### config.mk
export PLATFORM = sky130hd
export DESIGN_NAME = frog_ctrl
export DESIGN_NICKNAME = d
export VERILOG_FILES = /design/src/rtl/frogger_pkg.sv /design/src/rtl/frog_ctrl_btn_edge.sv /design/src/rtl/frog_ctrl.sv
export SDC_FILE = /design/constraint.sdc
export NUM_CORES = 1
export LEC_CHECK = 0
export CAP_MARGIN = 20
export CORE_AREA = 4 4 74 76
export DETAILED_ROUTE_END_ITERATION = 6
export DIE_AREA = 0 0 78 80
export GPL_TIMING_DRIVEN = 1
export HOLD_SLACK_MARGIN = 0.12
export PLACE_DENSITY = 0.83
export SYNTH_ARGS = -nofsm -noshare
export SYNTH_HDL_FRONTEND = slang
export SYNTH_SLANG_ARGS = --single-unit
### constraint.sdc
create_clock -name clk -period 7.8 [get_ports clk]
set_clock_uncertainty 0.2 [all_clocks]
set_input_delay 1.17 -clock clk [delete_from_list [all_inputs] [get_ports clk]]
set_output_delay 1.17 -clock clk [all_outputs]
set_load 0.05 [all_outputs]
### src/rtl/frogger_pkg.sv
// ---------------------------------------------------------------------------
// frogger_pkg
// Shared types and playfield constants for the frogger game blocks.
// The sprite renderer and frog_ctrl both import this package so that they
// agree on the frog sprite size, the screen geometry and the facing codes.
//
// Contents:
//   facing_t  - 2-bit facing code (up, down, left, right)
//   state_t   - frog controller state (IDLE, HOP, DEAD)
//   SCREEN_W  - playfield width in pixels
//   SCREEN_H  - playfield height in pixels
//   FROG_SIZE - frog sprite edge in pixels
// ---------------------------------------------------------------------------
package frogger_pkg;

    typedef enum logic [1:0] {
        FACE_UP    = 2'b00,
        FACE_DOWN  = 2'b01,
        FACE_LEFT  = 2'b10,
        FACE_RIGHT = 2'b11
    } facing_t;

    typedef enum logic [1:0] {
        IDLE,
        HOP,
        DEAD
    } state_t;

    localparam int SCREEN_W  = 640;
    localparam int SCREEN_H  = 480;
    localparam int FROG_SIZE = 32;

endpackage

### src/rtl/frog_ctrl_btn_edge.sv
// ---------------------------------------------------------------------------
// btn_edge
// Frame-synchronous rising-edge detector for the four direction buttons,
// followed by a fixed-priority encoder (up > down > left > right).
//
// Ports:
//   clk         in   pixel clock
//   reset       in   asynchronous, active-high reset
//   frame_tick  in   one-cycle pulse per frame; buttons are sampled only here
//   btn[3:0]    in   button levels packed as {up, down, left, right}
//   press_valid out  high during a frame_tick that carries a new press
//   press_dir   out  facing code of the highest-priority new press
// ---------------------------------------------------------------------------
module btn_edge
    import frogger_pkg::*;
(
    input  logic       clk,
    input  logic       reset,
    input  logic       frame_tick,
    input  logic [3:0] btn,
    output logic       press_valid,
    output logic [1:0] press_dir
);

    logic [3:0] prev;
    logic [3:0] rise;

    // The previous-sample register updates on every frame regardless of what
    // the controller is doing, so a button held through a hop or through the
    // death sequence never produces a late press.
    always_ff @(posedge clk or posedge reset) begin
        if (reset) begin
            prev <= 4'b0000;
        end else if (frame_tick) begin
            prev <= btn;
        end
    end

    always_comb begin
        rise        = btn & ~prev;
        press_valid = frame_tick && (rise != 4'b0000);
        press_dir   = FACE_UP;
        if (rise[3]) begin
            press_dir = FACE_UP;
        end else if (rise[2]) begin
            press_dir = FACE_DOWN;
        end else if (rise[1]) begin
            press_dir = FACE_LEFT;
        end else if (rise[0]) begin
            press_dir = FACE_RIGHT;
        end
    end

endmodule

### src/rtl/frog_ctrl.sv
// ---------------------------------------------------------------------------
// frog_ctrl
// Frog position/facing controller. Button presses become animated grid hops,
// a kill pulse starts a timed death sequence followed by a respawn. Every
// visible change happens on frame_tick so the renderer never sees a
// half-updated frog.
//
// Ports:
//   clk         in   pixel clock
//   reset       in   asynchronous, active-high reset
//   frame_tick  in   one-cycle pulse at vblank start
//   btn_up/down/left/right in  synchronized button levels
//   kill        in   one-cycle collision pulse
//   frog_x      out  sprite left column
//   frog_y      out  sprite top row
//   frog_size   out  constant sprite edge (FROG_SIZE)
//   facing      out  00 up, 01 down, 10 left, 11 right
//   hopping     out  high while a hop is animating
//   dead        out  high during the death sequence
//   hop_done    out  one-cycle pulse after the final hop increment
// ---------------------------------------------------------------------------
module frog_ctrl
    import frogger_pkg::*;
#(
    parameter int STEP        = 32,
    parameter int HOP_FRAMES  = 4,
    parameter int START_X     = 304,
    parameter int START_Y     = 448,
    parameter int DEAD_FRAMES = 30
) (
    input  logic       clk,
    input  logic       reset,
    input  logic       frame_tick,
    input  logic       btn_up,
    input  logic       btn_down,
    input  logic       btn_left,
    input  logic       btn_right,
    input  logic       kill,
    output logic [9:0] frog_x,
    output logic [9:0] frog_y,
    output logic [9:0] frog_size,
    output logic [1:0] facing,
    output logic       hopping,
    output logic       dead,
    output logic       hop_done
);

    localparam logic [9:0]        HOP_INC  = 10'(STEP / HOP_FRAMES);
    localparam logic signed [10:0] STEP_S  = 11'(STEP);
    localparam logic signed [10:0] X_MAX   = 11'(SCREEN_W - FROG_SIZE);
    localparam logic signed [10:0] Y_MAX   = 11'(SCREEN_H - FROG_SIZE);
    localparam logic [9:0]        X_START  = 10'(START_X);
    localparam logic [9:0]        Y_START  = 10'(START_Y);
    // The entry tick already applies the first increment, so the HOP state
    // itself only sees HOP_FRAMES-1 ticks; the last one is at count HOP_FRAMES-2.
    localparam logic [7:0]        HOP_LAST  = 8'(HOP_FRAMES - 2);
    localparam logic [7:0]        DEAD_LAST = 8'(DEAD_FRAMES - 1);

    state_t      state;
    state_t      state_n;
    logic [7:0]  cnt;
    logic [7:0]  cnt_n;
    logic [9:0]  x_n;
    logic [9:0]  y_n;
    logic [1:0]  facing_n;
    logic        hop_done_n;

    logic        press_valid;
    logic [1:0]  press_dir;
    logic [1:0]  move_dir;
    logic [9:0]  moved_x;
    logic [9:0]  moved_y;
    logic signed [10:0] target_x;
    logic signed [10:0] target_y;
    logic        in_bounds;

    btn_edge u_btn_edge (
        .clk         (clk),
        .reset       (reset),
        .frame_tick  (frame_tick),
        .btn         ({btn_up, btn_down, btn_left, btn_right}),
        .press_valid (press_valid),
        .press_dir   (press_dir)
    );

    assign frog_size = 10'(FROG_SIZE);
    assign hopping   = (state == HOP);
    assign dead      = (state == DEAD);

    // Movement datapath. In IDLE the direction comes from the new press (the
    // hop's first increment and its bounds check); in HOP it follows the
    // latched facing. Targets are 11-bit signed so a hop off the top/left
    // edge shows up as negative instead of wrapping to a large position.
    always_comb begin
        move_dir = (state == IDLE) ? press_dir : facing;
        moved_x  = frog_x;
        moved_y  = frog_y;
        target_x = $signed({1'b0, frog_x});
        target_y = $signed({1'b0, frog_y});
        case (move_dir)
            FACE_UP: begin
                moved_y  = frog_y - HOP_INC;
                target_y = $signed({1'b0, frog_y}) - STEP_S;
            end
            FACE_DOWN: begin
                moved_y  = frog_y + HOP_INC;
                target_y = $signed({1'b0, frog_y}) + STEP_S;
            end
            FACE_LEFT: begin
                moved_x  = frog_x - HOP_INC;
                target_x = $signed({1'b0, frog_x}) - STEP_S;
            end
            FACE_RIGHT: begin
                moved_x  = frog_x + HOP_INC;
                target_x = $signed({1'b0, frog_x}) + STEP_S;
            end
        endcase
        in_bounds = !target_x[10] && (target_x <= X_MAX) &&
                    !target_y[10] && (target_y <= Y_MAX);
    end

    // State and visible registers.
    always_ff @(posedge clk or posedge reset) begin
        if (reset) begin
            state    <= IDLE;
            cnt      <= 8'd0;
            frog_x   <= X_START;
            frog_y   <= Y_START;
            facing   <= FACE_UP;
            hop_done <= 1'b0;
        end else begin
            state    <= state_n;
            cnt      <= cnt_n;
            frog_x   <= x_n;
            frog_y   <= y_n;
            facing   <= facing_n;
            hop_done <= hop_done_n;
        end
    end

    // Next-state logic. Kill is checked before frame_tick in IDLE and HOP so
    // a coincident kill freezes the frog where it is. A press that would
    // leave the playfield still turns the frog but does not start a hop.
    always_comb begin
        state_n    = state;
        cnt_n      = cnt;
        x_n        = frog_x;
        y_n        = frog_y;
        facing_n   = facing;
        hop_done_n = 1'b0;
        case (state)
            IDLE: begin
                if (kill) begin
                    state_n = DEAD;
                    cnt_n   = 8'd0;
                end else if (press_valid) begin
                    facing_n = press_dir;
                    if (in_bounds) begin
                        state_n = HOP;
                        cnt_n   = 8'd0;
                        x_n     = moved_x;
                        y_n     = moved_y;
                    end
                end
            end
            HOP: begin
                if (kill) begin
                    state_n = DEAD;
                    cnt_n   = 8'd0;
                end else if (frame_tick) begin
                    x_n = moved_x;
                    y_n = moved_y;
                    if (cnt == HOP_LAST) begin
                        state_n    = IDLE;
                        hop_done_n = 1'b1;
                    end else begin
                        cnt_n = cnt + 8'd1;
                    end
                end
            end
            DEAD: begin
                if (frame_tick) begin
                    if (cnt == DEAD_LAST) begin
                        state_n  = IDLE;
                        x_n      = X_START;
                        y_n      = Y_START;
                        facing_n = FACE_UP;
                    end else begin
                        cnt_n = cnt + 8'd1;
                    end
                end
            end
            default: begin
                state_n = IDLE;
            end
        endcase
    end

endmodule

; After elaboration in Yosys (flattened, before gate mapping)
; Cells that the tools add are included.
[op_classes]
n_lt_le_gt_ge = 2
bitwise = 2
n_reduce_logical = 15
n_addsub = 9
n_eq_ne = 20
n_mux = 50
[op_table]
columns = cell, n
row1 = $mux W10, 14
row2 = $mux W8, 8
row3 = $pmux W10 S3, 2
row4 = $pmux W11 S2, 2
row5 = $pmux W10 S2, 2
row6 = $mux W2, 15
row7 = $pmux W8 S3, 1
row8 = $add A10 B6 Y11 const B, 2
row9 = $sub A10 B6 Y11 const B, 2
row10 = $add A10 B4 Y10 const B, 2
row11 = $sub A10 B4 Y10 const B, 2
row12 = $ne A2 B2 Y1 const B, 7
row13 = $ne A3 B3 Y1 const B, 4
row14 = $le A11 B10 Y1 const B, 1
row15 = $le A11 B11 Y1 const B, 1
row16 = $add A8 B1 Y8 const B, 1
row17 = $eq A8 B2 Y1 const B, 1
row18 = $eq A8 B5 Y1 const B, 1
row19 = $reduce_and A8 Y1, 1
row20 = $reduce_and A7 Y1, 1
row21 = $eq A2 B2 Y1 const B, 3
row22 = $pmux W2 S3, 1
row23 = $reduce_and A6 Y1, 1
row24 = $reduce_and A5 Y1, 1
row25 = other kinds (13), 22
[word_totals]
input_bits = 8
register_bits = 37
wordCells = 105
out_inout_bits = 35

; Logic depth before layout (Yosys ltp)
[logic_depth]
depth_word = 17
mapped_depth = 18
depth_no_buf = 15

; Cells and area by module
; Synthesis repeated with hierarchy kept, for this count alone.
[hier_totals]
cells_unflattened = 318
hier_area_um2 = 2857.7
[by_module_without_submodules]
columns = module, instances, cells_per_inst, area_per_inst_um2, seq_area_each_um2
row1 = frog_ctrl, 1, 297, 2635.0, 683.2
row2 = btn_edge, 1, 21, 222.7, 100.1

; Worst setup path after synthesis
; No wires, ideal clock.
[synth_path]
kind = input port to flip-flop
startpoint = input btn_down
endpoint = register frog_x[3]
stages = 16
setup_time_ns = 0.122
path_buffers = 3
arrival_ns = 4.491
slack_ns = 2.987
required_time_ns = 7.478
cell_sequence = nor2b_4 > a211oi_2 > mux2_2 > clkbuf_1 > nand2_1 > inv_1 > fa_1 > or3b_1 > o21a_1 > nor3_2 > o311ai_4 > and4_1 > or2_1 > buf_2 > buf_6 > a32o_1
[synth_between]
elab_chain_cells = 12
word_cells_on_any_way = 29
classes_between = order compare (2) / eq/ne (5) / mux (12) / bitwise (1) / reduce/logical (9)
[synth_rtl]
columns = element, line
row1 = "start, declared", frog_ctrl.sv:35  ; input logic btn_down,
row2 = $and A4 B4 Y4 *, frog_ctrl_btn_edge.sv:40  ; rise = btn & ~prev;
row3 = $mux W2, frog_ctrl_btn_edge.sv:45  ; end else if (rise[2]) begin
row4 = $mux W2, frog_ctrl_btn_edge.sv:43  ; if (rise[3]) begin
row5 = $mux W2, frog_ctrl.sv:95  ; move_dir = (state == IDLE) ? press_dir : facing;
row6 = $eq A2 B2 Y1, frog_ctrl.sv:100  ; case (move_dir)
row7 = $pmux W11 S2, frog_ctrl.sv:100
row8 = $le A11 B11 Y1 / $logic_not A1 Y1 (equally long branches), frog_ctrl.sv:118  ; in_bounds = !target_x[10] && (target_x <= X_MAX) &&
row9 = $logic_and A1 B1 Y1 (2 in a row), frog_ctrl.sv:118
row10 = $logic_and A1 B1 Y1, frog_ctrl.sv:119  ; !target_y[10] && (target_y <= Y_MAX);
row11 = $ne A2 B2 Y1 (no source line), --
row12 = $reduce_and A8 Y1 (no source line), --
row13 = "end signal, assigned", frog_ctrl.sv:134  ; frog_x <= x_n;
row14 = "end, declared", frog_ctrl.sv:39  ; output logic [9:0] frog_x,
; Mark *: on every way between the ends. The rest lies on a longest branch, timed or not. The select of a mux whose other input is x is not followed.
; A chain may end at the register's enable or synchronous reset.

; Worst setup path in the final report
[layout_path]
startpoint = input btn_up
endpoint = register frog_x[3]
[layout_between]
elab_chain_cells = 11
word_cells_on_any_way = 28
classes_between = order compare (2) / eq/ne (5) / mux (11) / bitwise (1) / reduce/logical (9)
[layout_rtl]
columns = element, line
row1 = "start, declared", frog_ctrl.sv:34  ; input logic btn_up,
row2 = $and A4 B4 Y4 *, frog_ctrl_btn_edge.sv:40
row3 = $mux W2, frog_ctrl_btn_edge.sv:43
row4 = $mux W2, frog_ctrl.sv:95
row5 = $eq A2 B2 Y1, frog_ctrl.sv:100
row6 = $pmux W11 S2, frog_ctrl.sv:100
row7 = $le A11 B11 Y1 / $logic_not A1 Y1 (equally long branches), frog_ctrl.sv:118
row8 = $logic_and A1 B1 Y1 (2 in a row), frog_ctrl.sv:118
row9 = $logic_and A1 B1 Y1, frog_ctrl.sv:119
row10 = $ne A2 B2 Y1 (no source line), --
row11 = $reduce_and A8 Y1 (no source line), --
; Marked as above.

==> results_dict.tcl <==
set metrics [dict create \
    status "completed" \
    final_net_count 362 \
    postSynthAreaPerCell_sq_um 8.93 \
    clock_tree_from_tritoncts "done" \
    timing.final.crit_period_ns 5.72 \
    max_freq_mhz 175 \
    post_cts_setup_buffer_count 0 \
    worst-r2r-setup-slack_ns 2.57 \
    totalNegativeSetupSlack_ns 0 \
    ys_seq_area_frac 0.285 \
    die_boundary_width_um 78 \
    cts_buffers 5 \
    dr_total_vias 2351 \
    tightestPinTransition_ns 0.973 \
    post_synthesis_cell_area_sq_um 2750 \
    yosysWarnings 0 \
    drc 0 \
    grtUsageMet1 0.275 \
    share_of_synthesized_flip_flops_with_an_asynchronous_set_or_reset 1.00 \
    wirelength_um 6220 \
    top_level_ports 43 \
    number_of_register_bits_inferred_by_synthesis 31 \
    critPathMaxFanout 16 \
    layout_cell_share_with_drive_strength_beyond_1 0.0997 \
    syn_inst 308 \
    diodes 0 \
    grt_antenna_before_repair 0 \
    drt.antenna.violating_nets 0 \
    hp-start "u_btn_edge.prev[1]" \
    crit_path_cell_trace "clkdlybuf4s50_1 -> nor2b_4 -> a211oi_2 -> mux2i_1 -> nand2_1 -> ha_1 -> nand2b_1 -> a21oi_1 -> xor2_1 -> a311oi_2 -> a41o_1 -> or2_1 -> o21ai_0 -> a32o_1" \
    synth_edf_count 0 \
    worst-endpoint-arrival_ns 5.69 \
    detailedRoute.firstIterationViolations 223 \
    globalRouteMet2Util 0.339 \
    floorplan.die.height_um 80 \
    post-dp-hpwl_um 4560 \
    grt_pass1_vias 2274 \
    utilization 0.657 \
    setup.worst_path.end_class "flip-flop" \
    holdBufCountCts 0 \
    grt_pass1_wl_um 10400 \
    worst_r2r_endpoint "frog_x[3]" \
    synthDominantCellAreaShare 0.227 \
    cts_repair_resize_count 0 \
    cts.clk_slew.worst_paths_ns 0.07 \
    final_weighted_congestion_in_routability_driven_placement 0.916 \
    h-tree-depth 2 \
    grt_start_max_net_pins 32 \
    synthDominantAreaCellType "dfrtp_1" \
    max-slew-margin-rel 0.351 \
    period_share 0.733 \
    cts-root-buf "clkbuf_8" \
    detail_route.wl_per_cell_um 15.6 \
    setup_violations 0 \
    global_route.usage.met3 0.0316 \
    grt_util_all_layers 0.204 \
    path_class "input pin to flip-flop" \
    initial_core_util 0.582 \
    unrepaired_setup_endpoints_after_global_routing "no" \
    slowest_stage "mux2i_1" \
    clk_path_buf_depth 2 \
    timing_hold_violations_final 0 \
    fin_worst_hold_slack_ns 0.305 \
    global_route.overflow_total 0 \
    area_inside_the_core_boundary_sq_um 4720 \
    cell_family_with_most_cp_delay "compound AO/OA/AOI/OAI gates" \
    global_route.peak_usage_layer "met2" \
    clock_sinks 31 \
    worstRegToRegCells 13 \
    layout-area-overhead-vs-synth_pct 12.9 \
    report.final.slew_viol_count 0 \
    worst-endpoint-required_ns 7.77 \
    fill_cells 392 \
    dominantRegCellSynth "dfrtp_1" \
    critical_path_buf_inv_count 1 \
    reg2reg_from "state[1]" \
    route.detailed.vias_per_inst 5.91 \
    tritonroute_pass_1_iters 5 \
    hold_end "u_btn_edge.prev[1]" \
    cap_viol_max_count 0 \
    yosys-top-cells-area "dfrtp_1, ha_1, dfstp_2" \
    hold_path_cell_cnt 1 \
    critical_path.startpoint_type "input pin" \
    rows 25 \
    crit_path_max_incr_delay_ns 0.74 \
    synth.lib_cells_used.distinct 66 \
    clock_latency_ns 0.28 \
    min_path_type "flip-flop to flip-flop" \
    die_area_sq_um 6240 \
    port_buffers 26 \
]
==> state kept, by name (all words and copies together), names as in the netlist <==
name	count
cnt	8
hop_done	1
frog_y	7
facing	2
frog_x	7
u_btn_edge.prev	4
state	2
==> through the flow <==
stage | worst slack, ns | instance area, sq um | std cells
after floorplan | 2.99 | 2800 | 322
after global placement | 2.06 | 2990 | 390
after detailed placement | 1.88 | 2990 | 390
after CTS | 2.16 | 3110 | 398
after global routing | 1.81 | 3110 | 398
final | 2.08 | 3110 | 398
==> worst max path at each step <==
| stage | startpoint | to | depth (start not counted) |
|---|---|---|---|
| finish | btn_up | frog_x[3] | 14 |
| global route | btn_up | frog_x[3] | 14 |
| CTS | btn_up | frog_x[6] | 14 |
| detailed placement | btn_up | frog_x[6] | 14 |
| global placement | btn_up | frog_x[9] | 14 |
| floorplan | btn_down | frog_x[3] | 16 |
==> routing by layer <==
metal	part of all wire	vias up	wire, um
li1	-	1121	-
met1	0.45	1121	2790
met2	0.48	94	2990
met3	0.054	15	333
met4	0.017	0	104
met5	0	-	0
==> worst register-to-register path: stages (launching register included) <==
cell	delay, ns
dfrtp_1	0.41
inv_1	0.12
ha_1	0.50
mux2i_1	0.84
nand2_1	0.42
ha_1	0.56
nand2b_1	0.09
a21oi_1	0.19
xor2_1	0.12
a311oi_2	0.36
a41o_1	0.24
or2_1	0.47
o21ai_0	0.32
a32o_1	0.29
==> cell usage after synthesis (8+ instances only) <==
master and number:
a31oi_1 8, a21o_1 12, nand3_1 8, nand2_1 22
nor2_1 24, inv_1 20, xnor2_1 10, dfrtp_1 25
buf_4 16, o21ai_0 14, a21oi_1 11, ha_1 20
clkbuf_1 8
==> final cells by class <==
class / instances / area [sq um] / area share
repair buffers: 27 / 268 / 0.0862
well taps: 67 / 83.8 / 0.0270
inverters: 20 / 75.1 / 0.0242
clock buffers: 6 / 82.6 / 0.0266
flip-flops and latches: 31 / 783 / 0.252
clock inverters: 2 / 35.0 / 0.0113
multi-input cells: 245 / 1780 / 0.573
==> layout by cell type (no fill, tap or decap), types with 8 or more instances in the layout <==
master / instances
a21o_1: 12
a21oi_1: 11
a31oi_1: 8
clkdlybuf4s50_1: 26
conb_1: 16
dfrtp_1: 25
ha_1: 20
inv_1: 20
nand2_1: 22
nand3_1: 8
nor2_1: 24
o21ai_0: 14
xnor2_1: 10
==> cell families after synthesis <==
logic type / share of synthesized area
muxes: 0.0296
xor gates and xnor gates: 0.0510
buffers and inverters: 0.0878
DFF: 0.285
AOI/OAI and AO/OA: 0.247
adders and majority gates: 0.120
and+or+nand+nor: 0.177
other: 0.00273
Power is not shown: default switching activity piles up to over one toggle a cycle in this logic, so the estimate is an artifact.
